$ cat src/rtl/dot_prod_accum_pkg.sv
// Shared widths and output-state encoding for the dot-product pipeline.
// Also used by dot_prod_pip.
package dot_prod_accum_pkg;

    function automatic int clog2(input int value);
        int result;
        int v;
        result = 0;
        v      = value - 1;
        while (v > 0) begin
            result = result + 1;
            v      = v >> 1;
        end
        return result;
    endfunction

    // Sum width that holds LENGTH full-scale products without overflow.
    function automatic int sum_bits(input int in_bits, input int length);
        return in_bits + clog2(length);
    endfunction

    typedef enum logic {
        OUT_EMPTY = 1'b0,
        OUT_FULL  = 1'b1
    } out_state_e;

endpackage

$ cat src/rtl/dot_prod_accum_lane.sv
// One signed accumulator plus its window output register; no added latency.
// No flow control of its own: the parent only pulses the enables on accepted samples.
module dot_prod_accum_lane
    import dot_prod_accum_pkg::*;
#(
    parameter int IN_BITS  = 16,
    parameter int SUM_BITS = 21
) (
    input  logic                clk,
    input  logic                reset,
    input  logic [IN_BITS-1:0]  dat_i,
    input  logic                acc_en_i,
    input  logic                final_en_i,
    input  logic                clr_i,
    output logic [SUM_BITS-1:0] sum_o
);

    logic [SUM_BITS-1:0] acc_q, acc_d;
    logic [SUM_BITS-1:0] sum_q, sum_d;
    logic [SUM_BITS-1:0] ext_dat;

    assign ext_dat = {{(SUM_BITS-IN_BITS){dat_i[IN_BITS-1]}}, dat_i};

    always_comb begin
        acc_d = acc_q;
        sum_d = sum_q;
        if (clr_i) begin
            acc_d = '0;
        end else if (final_en_i) begin
            sum_d = acc_q + ext_dat;
            acc_d = '0;
        end else if (acc_en_i) begin
            acc_d = acc_q + ext_dat;
        end
    end

    always_ff @(posedge clk) begin
        if (reset) begin
            acc_q <= '0;
            sum_q <= '0;
        end else begin
            acc_q <= acc_d;
            sum_q <= sum_d;
        end
    end

    assign sum_o = sum_q;

endmodule

$ cat src/rtl/dot_prod_accum.sv
// Sums LENGTH complex products per window; sum valid the cycle after the last sample.
// Stalls input only on a window's final sample while the previous sum is still unaccepted.
module dot_prod_accum
    import dot_prod_accum_pkg::*;
#(
    parameter int I_BITS     = 16,
    parameter int Q_BITS     = 16,
    parameter int LENGTH     = 32,
    parameter int SUM_I_BITS = sum_bits(I_BITS, LENGTH),
    parameter int SUM_Q_BITS = sum_bits(Q_BITS, LENGTH)
) (
    input  logic                  clk,
    input  logic                  reset,
    input  logic                  s_axis_product_tvalid,
    output logic                  s_axis_product_tready,
    input  logic [I_BITS-1:0]     product_i,
    input  logic [Q_BITS-1:0]     product_q,
    input  logic                  clear,
    output logic                  m_axis_sum_tvalid,
    input  logic                  m_axis_sum_tready,
    output logic [SUM_I_BITS-1:0] sum_i,
    output logic [SUM_Q_BITS-1:0] sum_q,
    output logic [15:0]           window_count
);

    localparam int                  CNT_BITS = clog2(LENGTH);
    localparam logic [CNT_BITS-1:0] CNT_LAST = CNT_BITS'(LENGTH - 1);

    out_state_e          state_q;
    logic [CNT_BITS-1:0] count_q, count_d;
    logic [15:0]         wcnt_q, wcnt_d;

    logic is_last;
    logic in_hs;
    logic take;
    logic last_take;
    logic out_hs;

    assign is_last   = (count_q == CNT_LAST);
    assign m_axis_sum_tvalid = (state_q == OUT_FULL);

    // Only the closing sample needs the output register, so only it waits.
    assign s_axis_product_tready = !reset &&
                                   !(is_last && m_axis_sum_tvalid && !m_axis_sum_tready);

    assign in_hs     = s_axis_product_tvalid && s_axis_product_tready;
    assign take      = in_hs && !clear;
    assign last_take = take && is_last;
    assign out_hs    = m_axis_sum_tvalid && m_axis_sum_tready;

    always_comb begin
        count_d = count_q;
        wcnt_d  = wcnt_q;
        if (clear) begin
            count_d = '0;
        end else if (take) begin
            count_d = is_last ? '0 : count_q + CNT_BITS'(1);
        end
        if (out_hs) begin
            wcnt_d = wcnt_q + 16'd1;
        end
    end

    always_ff @(posedge clk) begin
        if (reset) begin
            state_q <= OUT_EMPTY;
            count_q <= '0;
            wcnt_q  <= '0;
        end else begin
            count_q <= count_d;
            wcnt_q  <= wcnt_d;
            case (state_q)
                OUT_EMPTY: if (last_take)            state_q <= OUT_FULL;
                OUT_FULL:  if (out_hs && !last_take) state_q <= OUT_EMPTY;
                default:                             state_q <= OUT_EMPTY;
            endcase
        end
    end

    assign window_count = wcnt_q;

    dot_prod_accum_lane #(
        .IN_BITS  (I_BITS),
        .SUM_BITS (SUM_I_BITS)
    ) u_lane_i (
        .clk        (clk),
        .reset      (reset),
        .dat_i      (product_i),
        .acc_en_i   (take && !is_last),
        .final_en_i (last_take),
        .clr_i      (clear),
        .sum_o      (sum_i)
    );

    dot_prod_accum_lane #(
        .IN_BITS  (Q_BITS),
        .SUM_BITS (SUM_Q_BITS)
    ) u_lane_q (
        .clk        (clk),
        .reset      (reset),
        .dat_i      (product_q),
        .acc_en_i   (take && !is_last),
        .final_en_i (last_take),
        .clr_i      (clear),
        .sum_o      (sum_q)
    );

endmodule

$ cat config.mk
export PLATFORM = sky130hd
export DESIGN_NAME = dot_prod_accum
export DESIGN_NICKNAME = d
export VERILOG_FILES = /design/src/rtl/dot_prod_accum_pkg.sv /design/src/rtl/dot_prod_accum_lane.sv /design/src/rtl/dot_prod_accum.sv
export SDC_FILE = /design/constraint.sdc
export NUM_CORES = 1
export LEC_CHECK = 0
export ABC_AREA = 0
export CORE_MARGIN = 2
export CORE_UTILIZATION = 54
export DETAILED_ROUTE_END_ITERATION = 8
export PLACE_DENSITY = 0.83
export SYNTH_ARGS = -nofsm -noshare
export SYNTH_HDL_FRONTEND = slang
export SYNTH_SLANG_ARGS = --single-unit
$ cat constraint.sdc
create_clock -name clk -period 3.76 [get_ports clk]
set_clock_uncertainty 0.15 [all_clocks]
set_input_delay 0.752 -clock clk [delete_from_list [all_inputs] [get_ports clk]]
set_output_delay 0.752 -clock clk [all_outputs]
set_load 0.01 [all_outputs]
==> flow_summary.yaml, run 1 <==
synth:
  synth_xor_area_share_pct: 8.31
  yosys.area_share.simple_pct: 19.2
  yosysSeqAreaShare_pct: 36.8
  synth.area.mux_share_pct: 0.543
  syn_avg_cell_area_um2: 8.30
  yosys-top-cells-count: "nand2_1 (121), dfxtp_1 (106), a21oi_1 (77)"
  synthAdderAreaFrac_pct: 10.0
  ys_types: 58
  synth-edff-count: 0
  yosysWarnings: 0
  synth_compound_area_share_pct: 21.7
  syn-cell-area_um2: 5770
  async_flop_share_pct: 0
  ys_ff_latch: 106
  synth_fp_nets: 777
  synthCells: 695
  synthFlopType: "dfxtp_1"
  synth.area.top_cells: "dfxtp_1 (37%), ha_1 (9.3%), nand2_1 (7.9%), a21oi_1 (6.7%), xnor2_1 (4.9%)"
  yosysTopAreaCellShare_pct: 36.8
  yosys.area.top_type: "dfxtp_1"
  synth_top_family_by_area: "compound AO/OA/AOI/OAI gates"
  synth_most_common_cell: "nand2_1"
finish:
  syn_to_final_growth_pct: 21.6
  instances_no_fill: 920
  final_nets: 861
  fill_cells: 837
  n_antenna_cell: 0
  fin_area_um2: 7010
  layout-drive-gt1-share_pct: 6.12
pwr:
  ir_drop_mv: 0.189
  power.density_nw_per_um2: 314
  p_seq_share_pct: 52.0
  power.switching_uw: 657
  combPwrFrac_pct: 14.6
  clockPowerShare_pct: 33.4
  leakagePower_uw: 0.00265
  p_int_uw: 1550
  swShare_pct: 29.8
die:
  rows: 37
  coreArea_um2: 10300
  die_w_um: 107
  dieHeight_um: 107
  io-pin-count: 97
  start_util_pct: 55.8
  dieArea_um2: 11500
timing:
  slew_headroom_pct: 40.4
  rsz0062_at_grt: "false"
  fmax_mhz: 302
  tightestPinTransition_ns: 0.891
  finalSetupTns_ns: 0
  hold_viol_final: 0
  setup_slack_ns: 0.448
  setup_viol: 0
  maxSlewViolCount: 0
  period_minus_slack_ns: 3.31
  fin_crit_sh_pct: 88.1
clock_network:
  h-tree-depth: 3
  numCtsBuffers: 9
  insertion_delay_ns: 0.38
  cts-resized-gates: 0
  ctsHoldBuffers: 0
  cts_tree: "built"
  cts.sinks: 106
  cts_max_path_buffers: 2
  cts-root-buf: "clkbuf_8"
  cts_setup_buffers: 0
  clk_pin_slew_ns: 0.11
detailed_routing:
  vias_per_cell: 5.68
  routed-wl-met2_um: 7020
  wl_met1_um: 6210
  wl_met3_um: 571
  drt-initial-drc-count: 194
  wl_per_cell_um: 15.3
  drc_errors: 0
  num_vias: 5222
  top_layer: "met4"
  drt_first_pass_iters: 4
  drt-total-wl_um: 14000
  ant_nets: 0
global_route:
  overflow: 0
  grt_pass1_wl_um: 23400
  grt_pass1_vias: 5121
  antenna_found_initial: 0
  grt_start_max_net_pins: 55
  grtUsageTotal_pct: 24.9
critical_path:
  rrSetupSlack_ns: 0.91
  critical_path_required_ns: 3.91
  cp-start-kind: "input pin"
  worst_ep_arrival_time_ns: 3.46
  worst-path-max-fanout: 3
  worstSetupPathType: "input pin to flip-flop"
  end_kind: "flip-flop"
place:
  dp.cells: 904
  hpwl_um: 10000
  place_congestion: 0.918
  dp_slack_ns: 0.0417
  dpl_cell_area_um2: 6800
  port_buffers: 96
run:
  cap_violations: 0
hold_path:
  hold_class: "flip-flop to flip-flop"
outcome:
  status: "finished, final reports clean"
layer usage:
metal	GRT usage (%)	vias up
met1	31.0	2480
met2	44.2	127
met4	9.16	0
li1	-	2593
met3	2.97	22
met5	0	-
critical path: stages:
cell,delay [ns]
clkdlybuf4s50_1,0.41
ha_1,0.23
fa_1,0.43
a211oi_1,0.33
o21ai_1,0.14
a21oi_2,0.26
o41ai_4,0.11
a211oi_2,0.22
xor2_1,0.12
or3_1,0.32
a21oi_1,0.13
cell usage in the layout, fill, tap and decap left out, drive strengths merged, types with 7 or more instances in the layout:
cell | netlist | routed
buf | 5 | 9
nand3b | 13 | 13
a21oi | 78 | 78
a211oi | 12 | 12
o21ai | 44 | 44
clkbuf | 26 | 9
nor3 | 8 | 8
xor2 | 20 | 20
xnor2 | 33 | 33
clkdlybuf4s50 | 0 | 95
nand4 | 10 | 10
a21o | 14 | 14
ha | 43 | 43
nand2 | 122 | 122
nor2 | 66 | 66
dfxtp | 106 | 106
nand3 | 12 | 12
o22ai | 14 | 14
inv | 12 | 15
o21bai | 7 | 7
power by group through the flow:
stage                     combinational (µW)  clock [µW]  sequential, µW
after floorplan                          223           0            1170
after global placement                   304           0            1170
after detailed placement                 313           0            1170
after CTS                                317         747            1150
after global routing                     352         789            1150
final                                    321         736            1150
kinds of logic (layout without fill, tap and decap cells):
family / after synthesis / after routing
muxes: 3 / 3
buffers and inverters: 43 / 132
and+or+nand+nor: 251 / 251
AOI/OAI and AO/OA: 194 / 194
DFF: 106 / 106
adders and majority gates: 45 / 45
xor gates and xnor gates: 53 / 53
state kept, by name, indices dropped and copies added, names as in the netlist:
name	count
count_q	5
m_axis_sum_tvalid	1
u_lane_i.acc_q	21
u_lane_i.sum_o	21
u_lane_q.acc_q	21
u_lane_q.sum_o	21
window_count	16
path summary, 6_finish.rpt:
path | start | endpoint | depth (start not counted)
setup / recovery | product_q[0] | u_lane_q.acc_q[20] | 11
hold / removal | u_lane_q.sum_o[12] | u_lane_q.sum_o[12] | 2
setup reg to reg | u_lane_q.acc_q[0] | u_lane_q.acc_q[20] | 10
hold reg to reg | u_lane_q.sum_o[12] | u_lane_q.sum_o[12] | 2
layout make-up:
| type | instances | area (µm²) | area share [%] |
|---|---|---|---|
| clock buffer | 9 | 124 | 1.77 |
| sequential | 106 | 2120 | 30.3 |
| clock inverter | 7 | 91.3 | 1.30 |
| tap | 136 | 170 | 2.43 |
| multi-input combinational | 546 | 3440 | 49.1 |
| timing repair buffer | 104 | 1020 | 14.5 |
| inverter | 12 | 45.0 | 0.642 |
metrics by stage:
stage | utilization [%] | hold slack (ns) | total power (µW)
5_1_grt | 67.9 | 0.333 | 2290
6_report | 67.9 | 0.312 | 2200
3_5_place_dp | 65.8 | 0.298 | 1480
4_1_cts | 67.9 | 0.314 | 2210
2_1_floorplan | - | 0.287 | 1390
3_3_place_gp | 65.8 | 0.294 | 1470
Power figures use the tool's default switching activity.
==> run 2, diff against run 1 <==
CORE_UTILIZATION = 55   (was 54)
SYNTH_HIERARCHICAL = 1   (was unset)
==> run 2 against run 1 <==
Highest routed layer unchanged. Critical path depth shrank 7. Clock power is 0.5% lower. Cell count up 7.5%. Largest power group unchanged.
==> flow_summary.yaml, run 2 <==
global_route:
  overflow: 0
  grt_pass1_vias: 5629
  grt_pass1_wl_um: 25400
  grt_start_max_net_pins: 38
  grtUsageTotal_pct: 26.2
  antenna_found_initial: 0
pwr:
  p_seq_share_pct: 53.0
  p_int_uw: 1590
  power.density_nw_per_um2: 285
  clockPowerShare_pct: 34.2
  power.switching_uw: 552
  ir_drop_mv: 0.173
  leakagePower_uw: 0.00291
  combPwrFrac_pct: 12.7
  swShare_pct: 25.8
detailed_routing:
  wl_per_cell_um: 16.0
  num_vias: 5963
  drt-total-wl_um: 15800
  drt_first_pass_iters: 5
  vias_per_cell: 6.03
  drt-initial-drc-count: 411
  ant_nets: 0
  drc_errors: 0
clock_network:
  ctsHoldBuffers: 0
  clk_pin_slew_ns: 0.09
  cts-resized-gates: 0
  numCtsBuffers: 9
  insertion_delay_ns: 0.37
  cts.sinks: 106
  cts_tree: "built"
  h-tree-depth: 3
  cts_setup_buffers: 0
  cts_max_path_buffers: 2
  cts-root-buf: "clkbuf_8"
timing:
  fmax_mhz: 319
  fin_crit_sh_pct: 83.4
  hold_viol_final: 0
  setup_viol: 0
  finalSetupTns_ns: 0
  setup_slack_ns: 0.626
  rsz0062_at_grt: "false"
  period_minus_slack_ns: 3.13
  tightestPinTransition_ns: 0.424
  maxSlewViolCount: 0
  slew_headroom_pct: 71.7
synth:
  yosysTopAreaCellShare_pct: 34.3
  ys_types: 57
  syn_avg_cell_area_um2: 8.16
  yosysSeqAreaShare_pct: 34.3
  synth-edff-count: 0
  synthCells: 758
  synthFlopType: "dfxtp_1"
  yosys.area.top_type: "dfxtp_1"
  ys_ff_latch: 106
  synth_fp_nets: 840
  syn-cell-area_um2: 6190
  yosysWarnings: 6
  async_flop_share_pct: 0
  synth.area.top_cells: "dfxtp_1 (34%), ha_1 (8.7%), a21oi_1 (7.1%), nand2_1 (7.0%), mux2i_1 (5.2%)"
  synth_most_common_cell: "nand2_1"
  yosys-top-cells-count: "nand2_1 (116), dfxtp_1 (106), a21oi_1 (88)"
place:
  dp_slack_ns: 0.325
  place_congestion: 0.904
  hpwl_um: 11600
  dp.cells: 973
  port_buffers: 96
run:
  cap_violations: 0
critical_path:
  critical_path_buf_inv_count: 2
  path_delay_family: "buffers and inverters"
  end_kind: "output port"
  worst-path-max-fanout: 8
  crit_chain: "clkdlybuf4s50_1 > nand3b_1 > nor2b_1 > clkdlybuf4s50_1"
  critical_path_required_ns: 2.86
  worstSetupPathType: "input pin to output port"
  worst_ep_arrival_time_ns: 2.23
  crit_path_frequent_cell: "clkdlybuf4s50_1"
  slowest_stage: "clkdlybuf4s50_1"
  rrSetupSlack_ns: 0.90
  cp-start-kind: "input pin"
  slowest_delay_ns: 0.62
finish:
  layout-drive-gt1-share_pct: 6.01
  mostFrequentLayoutCells: "nand2_1 (116), dfxtp_1 (106), clkdlybuf4s50_1 (95)"
  final_nets: 926
  syn_to_final_growth_pct: 21.2
  instances_no_fill: 989
  layout_commonest_cell: "nand2_1"
  n_antenna_cell: 0
outcome:
  status: "finished, final reports clean"
die:
  die_w_um: 110
  dieArea_um2: 12100
  start_util_pct: 56.8
  dieHeight_um: 110
  io-pin-count: 97
  rows: 38
  coreArea_um2: 10900
hold_path:
  hold_class: "flip-flop to flip-flop"
## run 2: changes by cell type in the layout (fill, tap and decap cells not counted), moves of 6 or more
cell,change
a21oi_1,+11
o22ai_1,-12
nand3_1,+17
o21ai_0,-30
or3_1,+6
mux2i_1,+30
xnor2_1,-10
a211o_1,+6
o21bai_1,-6
a211oi_1,-7
o21ai_1,+17
## run 2: kinds of logic (layout without fill, tap and decap cells)
group / after synthesis / in the layout / share of synthesized area [%]
AND/OR/NAND/NOR: 310 / 310 / 24.4
AO/OA/AOI/OAI: 186 / 186 / 18.9
flip-flops: 106 / 106 / 34.3
adder cells (fa/ha/maj): 45 / 45 / 9.34
buffers and inverters: 43 / 134 / 2.81
XOR/XNOR: 36 / 36 / 5.10
multiplexers: 32 / 32 / 5.18
## run 2: tightest hold or removal path, cell delays in order (launching register included)
cell and delay [ns]:
dfxtp_1 0.32, nand2_1 0.05, a21oi_1 0.05
## run 2: path summary, 6_finish.rpt
kind,start,end,cells after the start
setup / recovery,m_axis_sum_tready,s_axis_product_tready,4
hold reg to reg,u_lane_i/sum_o[12],u_lane_i/sum_o[12],2
setup reg to reg,count_q[0],u_lane_q/acc_q[17],10
hold / removal,u_lane_i/sum_o[12],u_lane_i/sum_o[12],2
## run 2: power groups by stage
| stage | registers (µW) | clock network (µW) | logic, µW |
|---|---|---|---|
| global placement | 1160 | 0 | 256 |
| finish | 1130 | 732 | 273 |
| global route | 1140 | 791 | 297 |
| detailed placement | 1160 | 0 | 266 |
| CTS | 1130 | 742 | 269 |
| floorplan | 1160 | 0 | 172 |
## run 2: cell type report
type                            count  area [µm²]
Clock inverter                      5        52.6
Timing Repair Buffer              109        1070
Fill cell                         874        3390
Tap cell                          140         175
Inverter                            9        33.8
Clock buffer                       11         151
Multi-Input combinational cell    609        3900
Sequential cell                   106        2120
## run 2: metal layers
layer / vias up / global-route usage, % / routed length, µm
met2: 226 / 43.7 / 7460
met4: 0 / 11.0 / 353
met5: - / 0 / 0
met1: 2812 / 33.3 / 6960
met3: 39 / 4.47 / 1010
li1: 2886 / - / -
## run 2: stage by stage
| step | hold slack [ns] | util, % | power (µW) | area (µm²) |
|---|---|---|---|---|
| 2_1_floorplan | 0.300 | - | 1330 | 6190 |
| 3_3_place_gp | 0.294 | 67.0 | 1420 | 7290 |
| 3_5_place_dp | 0.296 | 67.0 | 1430 | 7290 |
| 4_1_cts | 0.310 | 68.9 | 2140 | 7500 |
| 5_1_grt | 0.325 | 68.9 | 2220 | 7500 |
| 6_report | 0.308 | 68.9 | 2140 | 7500 |
==> run 3, diff against run 2 <==
clock period = 3.17 ns   (was 3.76 ns; I/O delays follow)
==> run 3 against run 2 <==
Utilization up 1.4 points. Final area grew 2.1%. Hold slack improved by 0.0012 ns. Global-route usage is 0.46 points higher. Sequential power grew 19%. Wire length barely moved. Worst setup slack lost 0.40 ns. Clock power up 30%. Largest cell class unchanged.
==> flow_summary.yaml, run 3 (synthesis results as in run 2) <==
pwr:
  clockPowerShare_pct: 36.2
  ir_drop_mv: 0.204
  p_seq_share_pct: 51.1
  power.density_nw_per_um2: 344
  p_int_uw: 1960
  leakagePower_uw: 0.00300
  combPwrFrac_pct: 12.7
  power.switching_uw: 676
  swShare_pct: 25.7
  finalPower_uw: 2630
critical_path:
  critical_path_required_ns: 3.34
  reg2reg_from: "count_q[0]"
  worst-path-max-fanout: 9
  r2r_cells: 10
  rrSetupSlack_ns: 0.22
  cp-start-kind: "flip-flop"
  worstSetupPathType: "flip-flop to flip-flop"
  worst_ep_arrival_time_ns: 3.12
  reg2reg_to: "u_lane_i/acc_q[19]"
  end_kind: "flip-flop"
detailed_routing:
  drt_first_pass_iters: 5
  drt-total-wl_um: 15800
  drc_errors: 0
  drt-initial-drc-count: 473
  wl_per_cell_um: 15.7
  ant_nets: 0
  num_vias: 5970
  vias_per_cell: 5.96
finish:
  n_antenna_cell: 0
  layout-drive-gt1-share_pct: 7.54
  fin_area_um2: 7650
  final_nets: 939
  layout_commonest_cell: "nand2_1"
  syn_to_final_growth_pct: 23.7
  fill_cells: 840
  mostFrequentLayoutCells: "nand2_1 (116), dfxtp_1 (106), clkdlybuf4s50_1 (94)"
timing:
  slew_headroom_pct: 72.7
  hold_viol_final: 0
  fin_crit_sh_pct: 93.0
  finalSetupTns_ns: 0
  worst_hold_slack_ns: 0.309
  maxSlewViolCount: 0
  fmax_mhz: 339
  tightestPinTransition_ns: 0.410
  rsz0062_at_grt: "false"
  setup_viol: 0
  period_minus_slack_ns: 2.95
clock_network:
  cts_tree: "built"
  insertion_delay_ns: 0.37
  cts.sinks: 106
  cts-root-buf: "clkbuf_8"
  cts_max_path_buffers: 2
  ctsHoldBuffers: 0
  cts-resized-gates: 0
  cts_setup_buffers: 0
  h-tree-depth: 3
  clk_pin_slew_ns: 0.10
  numCtsBuffers: 9
hold_path:
  min_from: "u_lane_i/sum_o[11]"
  whs_path_depth: 2
  min_to: "u_lane_i/sum_o[11]"
  hold_class: "flip-flop to flip-flop"
global_route:
  grt_pass1_vias: 5674
  overflow: 0
  grtUsageTotal_pct: 26.6
  grt_pass1_wl_um: 25800
  antenna_found_initial: 0
  grt_start_max_net_pins: 69
place:
  hpwl_um: 11600
  port_buffers: 96
  dpl_cell_area_um2: 7420
  place_congestion: 0.916
die:
  rows: 38
  die_w_um: 110
  coreArea_um2: 10900
  dieArea_um2: 12100
  io-pin-count: 97
  dieHeight_um: 110
  start_util_pct: 56.8
outcome:
  status: "finished, final reports clean"
run:
  cap_violations: 0
==> run 3: cell count changes in the layout (fill, tap and decap cells not counted) <==
cell             delta
buf_4              +11
buf_12              +2
clkinv_2            -2
clkinv_4            +2
bufinv_16           +1
clkbuf_8            -1
clkdlybuf4s50_1     -1
dlymetal6s2s_1      +1
nor3b_1             -1
nor3b_2             +1
==> run 3: how the worst max path moves through the flow <==
stage / endpoint / slack, ns / depth (start not counted) / start
finish: u_lane_i/acc_q[19] / 0.22 / 10 / count_q[0]
CTS: s_axis_product_tready / 0.02 / 6 / count_q[0]
floorplan: u_lane_i/sum_o[5] / 0.37 / 9 / reset
global route: u_lane_i/acc_q[2] / 0.02 / 10 / count_q[1]
detailed placement: u_lane_i/sum_o[20] / -0.09 / 10 / product_i[0]
global placement: u_lane_i/acc_q[20] / 0.0003 / 10 / product_i[0]
==> run 3: per-layer routing <==
| metal | vias up | GRT usage (%) | share of wire, % | wire length [µm] |
|---|---|---|---|---|
| li1 | 2911 | - | - | - |
| met1 | 2815 | 34.2 | 44 | 6990 |
| met2 | 212 | 44.8 | 48 | 7510 |
| met3 | 32 | 3.64 | 6.2 | 981 |
| met4 | 0 | 11.3 | 1.9 | 300 |
| met5 | - | 0 | 0 | 0 |
==> run 3: power by group through the flow <==
stage / combinational [µW] / sequential, µW / clock (µW)
after floorplan: 204 / 1370 / 0
after global placement: 317 / 1380 / 0
after detailed placement: 327 / 1380 / 0
after CTS: 330 / 1350 / 964
after global routing: 363 / 1350 / 1020
final: 335 / 1350 / 952
==> run 3: layout make-up <==
class	count	area [µm²]	area share [%]
clock buffers	10	138	1.80
clock inverters	6	90.1	1.18
inverters	9	33.8	0.441
multi-input cells	609	3900	51.0
flip-flops and latches	106	2120	27.7
well taps	140	175	2.29
repair buffers	122	1190	15.6
==> run 3: worst max-delay path, stage by stage, from the launching register on <==
cell	delay, ns
dfxtp_1	0.42
ha_1	0.22
and3_1	0.19
ha_1	0.28
nand3b_1	0.13
nand2_1	0.22
nor3_1	0.09
buf_4	0.16
or3_1	0.53
or3_1	0.42
nand3_1	0.09
==> run 3: through the flow <==
stage	util [%]	instances	worst slack, ns
after CTS	70.2	1002	0.0199
final	70.3	1002	0.222
after floorplan	-	758	0.371
after detailed placement	68.1	986	-0.0873
after global placement	68.1	986	0.000350
after global routing	70.3	1002	0.0155
==> RTL edit 1 (config.mk and constraints of run 3) <==
Change the parameter `LENGTH` from 32 to 64.
--- a/src/rtl/dot_prod_accum.sv
+++ b/src/rtl/dot_prod_accum.sv
@@ -5,7 +5,7 @@
 #(
     parameter int I_BITS     = 16,
     parameter int Q_BITS     = 16,
-    parameter int LENGTH     = 32,
+    parameter int LENGTH     = 64,
     parameter int SUM_I_BITS = sum_bits(I_BITS, LENGTH),
     parameter int SUM_Q_BITS = sum_bits(Q_BITS, LENGTH)
 ) (
Interface: changed (resized sum_i and sum_q); port bits go from 97 to 99. The function was not compared with the original's and may differ.
==> RTL edit 1 against run 3 <==
Final area is 8.8% higher; die area is 4.6% higher; hold slack worse by 0.0036 ns; power is 8.8% higher; setup slack worse by 0.084 ns; synthesized area is 4.8% higher; sequential cell count is 5 higher; first-iteration DRC count is 40% lower; maximum frequency is 2.8% lower; routed wire length is 8.2% higher; largest power group unchanged; highest routed layer unchanged.
==> RTL edit 1: results <==
group,metric,value,unit
run_status,outcome,"complete, no violations",
detailed_routing,dr_wl_met2,8.424,mm
detailed_routing,drtIter0Drc,284,
logic_synthesis,syn_nets,861,
placement,dp_hpwl,12.61,mm
critical_path,cp_max_fo,4,
pwr,ir_drop,0.0003860,V
grt,grt_pass1_vias,6210,
clock_tree,path_clk_slew,0.07,ns
clock_tree,cts_buffer_depth,2,
critical_path,crit_path_start,"product_q[1]",
cells_and_area,drive_gt1_share,12.99,%
min_path,hold_start,"u_lane_i/sum_o[10]$_SDFFE_PP0P_",
critical_path,path_class,"in2reg",
clock_tree,cts-root-buf,"clkbuf_16",
timing,worstMarginPinSlew,0.5404,ns
logic_synthesis,synth.area.top_cells,"dfxtp_1 34%, ha_1 8.5%, a21oi_1 6.0%, nand2_1 5.4%, nor2_1 5.3%",
grt,grt_first_pass_wirelength,28.51,mm
cells_and_area,final_nets,1003,
cells_and_area,fillers,886,
detailed_routing,via_count,6295,
grt,grt_use_total,27.06,%
placement,numPortBuffers,98,
pwr,p_leak,3.201,nW
critical_path,arrival,3.15,ns
critical_path,reg2reg_to,"u_lane_q/sum_o[21]$_SDFFE_PP0P_",
detailed_routing,wirelength,17.07,mm
detailed_routing,m1WireLength,7.381,mm
logic_synthesis,ys_seq_area_share,34.29,%
critical_path,ff2ff_path_depth,8,
critical_path,rrSetupSlack,0.51,ns
logic_synthesis,ys_top_cells_by_count,"111 x dfxtp_1, 93 x nand2_1, 91 x nor2_1",
grt,grt_max_degree,49,
[RTL edit 1: cell count changes in the layout (fill, tap and decap cells not counted), sizes merged, moves of 8 or more]
| cell | change |
|---|---|
| o21bai | +8 |
| nor2 | +26 |
| nor4 | +8 |
| a22o | +10 |
| buf | +53 |
| xor2 | +9 |
| nand2 | -22 |
| nand3b | -8 |
| a2111oi | +9 |
| a21oi | -16 |
| a211oi | +11 |
[RTL edit 1: worst max-delay path, stage by stage]
cell	delay [ns]
clkdlybuf4s50_1	0.45
ha_1	0.34
a211oi_1	0.41
o21ai_2	0.16
a31oi_4	0.23
a2111oi_2	0.10
o21a_1	0.22
or3_1	0.36
a311oi_1	0.25
[RTL edit 1: power breakdown]
group | total [W] | internal (W) | switching [W]
clock network | 0.00105 | 0.000550 | 0.000504
logic | 0.000400 | 0.000186 | 0.000214
registers | 0.00141 | 0.00140 | 0.00000736
[RTL edit 1: through the flow]
step	hold slack, ns	worst slack, ns	cell area (sq um)	util [%]	cells
2_1_floorplan	0.2944	0.4273	6481	-	778
5_1_grt	0.3216	-0.009149	8324	72.59	1067
6_report	0.3052	0.1380	8324	72.59	1067
3_3_place_gp	0.2916	-0.1526	8023	69.96	1052
4_1_cts	0.3072	0.1394	8289	72.29	1067
3_5_place_dp	0.2973	-0.2316	8023	69.96	1052
[RTL edit 1: cell type report]
cell class	count	share of cell area (%)
tap	143	2.149
sequential	111	26.69
multi-input combinational	605	48.08
clock buffer	12	2.961
inverter	16	0.7215
timing repair buffer	177	19.15
clock inverter	3	0.2405
[RTL edit 1: cells by family (layout without fill, tap and decap cells)]
kind of cell | Yosys count | count (layout) | synth area share, %
AND/OR/NAND/NOR | 282 | 282 | 20.10
flip-flops | 111 | 111 | 34.29
adder cells (fa/ha/maj) | 46 | 46 | 9.112
XOR/XNOR | 43 | 43 | 5.811
AO/OA/AOI/OAI | 208 | 208 | 22.18
buffers and inverters | 62 | 208 | 4.498
multiplexers | 26 | 26 | 4.015
[RTL edit 1: routing by layer]
| layer | up-vias | track usage [%] |
|---|---|---|
| met1 | 2975 | 33.56 |
| met2 | 202 | 46.11 |
| li1 | 3086 | - |
| met3 | 32 | 6.156 |
| met5 | - | 0 |
| met4 | 0 | 9.756 |
==> RTL edit 2 (config.mk and constraints of run 3) <==
Made on the original files. Register the output `window_count` once more, cleared by the reset; this adds one clock of latency there. The other outputs are not delayed to match.
--- a/src/rtl/dot_prod_accum.sv
+++ b/src/rtl/dot_prod_accum.sv
@@ -77,7 +77,13 @@
         end
     end
 
-    assign window_count = wcnt_q;
+    always_ff @(posedge clk) begin
+        if (reset) begin
+            window_count <= '0;
+        end else begin
+            window_count <= wcnt_q;
+        end
+    end
 
     dot_prod_accum_lane #(
         .IN_BITS  (I_BITS),
Formal check against the unedited RTL: no difference found for any inputs over 10 cycles, from zero or initial values and one cycle with reset high; that may be too few to reach the edited logic, so the function may still have changed.
==> RTL edit 2 against run 3 <==
Setup slack worse by 0.025 ns; via count up 3.8%; global-route usage up 0.27 points; routed wire length up 7.4%; sequential share of layout area up 1.5 points; synthesized cell count up 4.0%; first-iteration DRC count down 3.6%; sequential cell count up 16; final area up 9.3%; power up 41%; synthesized area up 6.5%; largest power group is now the clock network.
==> RTL edit 2: results <==
group,metric,value,unit
pwr,p_sw_share,24.74,%
clock_tree,cts-root-buf,"clkbuf_16",
timing,whs,0.3073,ns
placement,gp_congestion,0.9337,
logic_synthesis,synthMuxAreaShare,4.881,%
placement,placed_cells,1019,
grt,grt_pass1_vias,6087,
min_path,hold_end,"u_lane_i/sum_o[13]$_SDFFE_PP0P_",
run_status,outcome,"complete, no violations",
grt,grt_first_pass_wirelength,28.26,mm
pwr,combinationalPowerShare,9.1,%
detailed_routing,viasPerCell,5.894,
timing,worstMarginPinSlew,0.5244,ns
logic_synthesis,yosys.area_share.adder,8.775,%
pwr,p_seq,0.00155,W
clock_tree,clock_latency,0.42,ns
min_path,hold_start,"u_lane_i/sum_o[13]$_SDFFE_PP0P_",
clock_tree,cts_buffers,17,
logic_synthesis,synth.area.top_cells,"dfxtp_1 37%, ha_1 8.2%, nand2_1 6.6%, a21oi_1 6.3%, mux2i_1 4.7%",
logic_synthesis,syn_nets,870,
cells_and_area,fin_cells,1051,
detailed_routing,dr_wl_met2,8.314,mm
detailed_routing,topRoutingLayerUsed,"met4",
grt,grt_max_degree,63,
pwr,ir_drop,0.0003231,V
grt,use_met2,46.15,%
critical_path,rrSetupSlack,0.41,ns
logic_synthesis,synth_compound_area_share,17.30,%
placement,dp_hpwl,11.56,mm
critical_path,ff2ff_path_depth,11,
clock_tree,htree_levels,4,
detailed_routing,routed-wl-met3,962,um
detailed_routing,wl_per_cell,16.13,um
logic_synthesis,yosysUniqueCellTypes,60,
cells_and_area,final_nets,977,
detailed_routing,drtIter0Drc,456,
grt,met1_usage,32.89,%
critical_path,cp_max_fo,4,
critical_path,critPathMaxStageDelay,0.54,ns
grt,grt_use_total,26.90,%
grt,grt_util_met3,6.057,%
cells_and_area,drive_gt1_share,9.031,%
detailed_routing,m1WireLength,7.406,mm
critical_path,reg2reg_to,"u_lane_i/sum_o[19]$_SDFFE_PP0P_",
critical_path,setup.worst_path.end,"s_axis_product_tready",
pwr,p_leak,3.344,nW
logic_synthesis,ys_seq_area_share,37.08,%
critical_path,crit_slowest_cell,"clkdlybuf4s50_1",
critical_path,arrival,2.19,ns
cells_and_area,fillers,877,
logic_synthesis,syn_inst,788,
clock_tree,path_clk_slew,0.06,ns
## RTL edit 2: repair_timing
| action | CTS | global route |
|---|---|---|
| endpoints found under the setup margin | 0 | 4 |
| gates resized for setup | 0 | 1 |
| setup buffers | 0 | 0 |
| hold buffers | 0 | 0 |
## RTL edit 2: through the flow
| step | instance area, sq um | setup slack (ns) | power [W] |
|---|---|---|---|
| floorplan | 6588 | 0.4745 | 0.001786 |
| CTS | 8361 | 0.1923 | 0.003727 |
| detailed placement | 7799 | -0.08195 | 0.001910 |
| global route | 8363 | 0.1162 | 0.003839 |
| global placement | 7799 | 0.01618 | 0.001898 |
| finish | 8363 | 0.1968 | 0.003711 |
## RTL edit 2: layout make-up
cell class | count | area, sq um | share of cell area, %
Clock buffer | 19 | 442.9 | 5.296
Clock inverter | 13 | 118.9 | 1.421
Inverter | 10 | 37.54 | 0.4488
Multi-Input combinational cell | 620 | 3964 | 47.40
Sequential cell | 122 | 2442 | 29.20
Tap cell | 143 | 178.9 | 2.139
Timing Repair Buffer | 124 | 1179 | 14.09
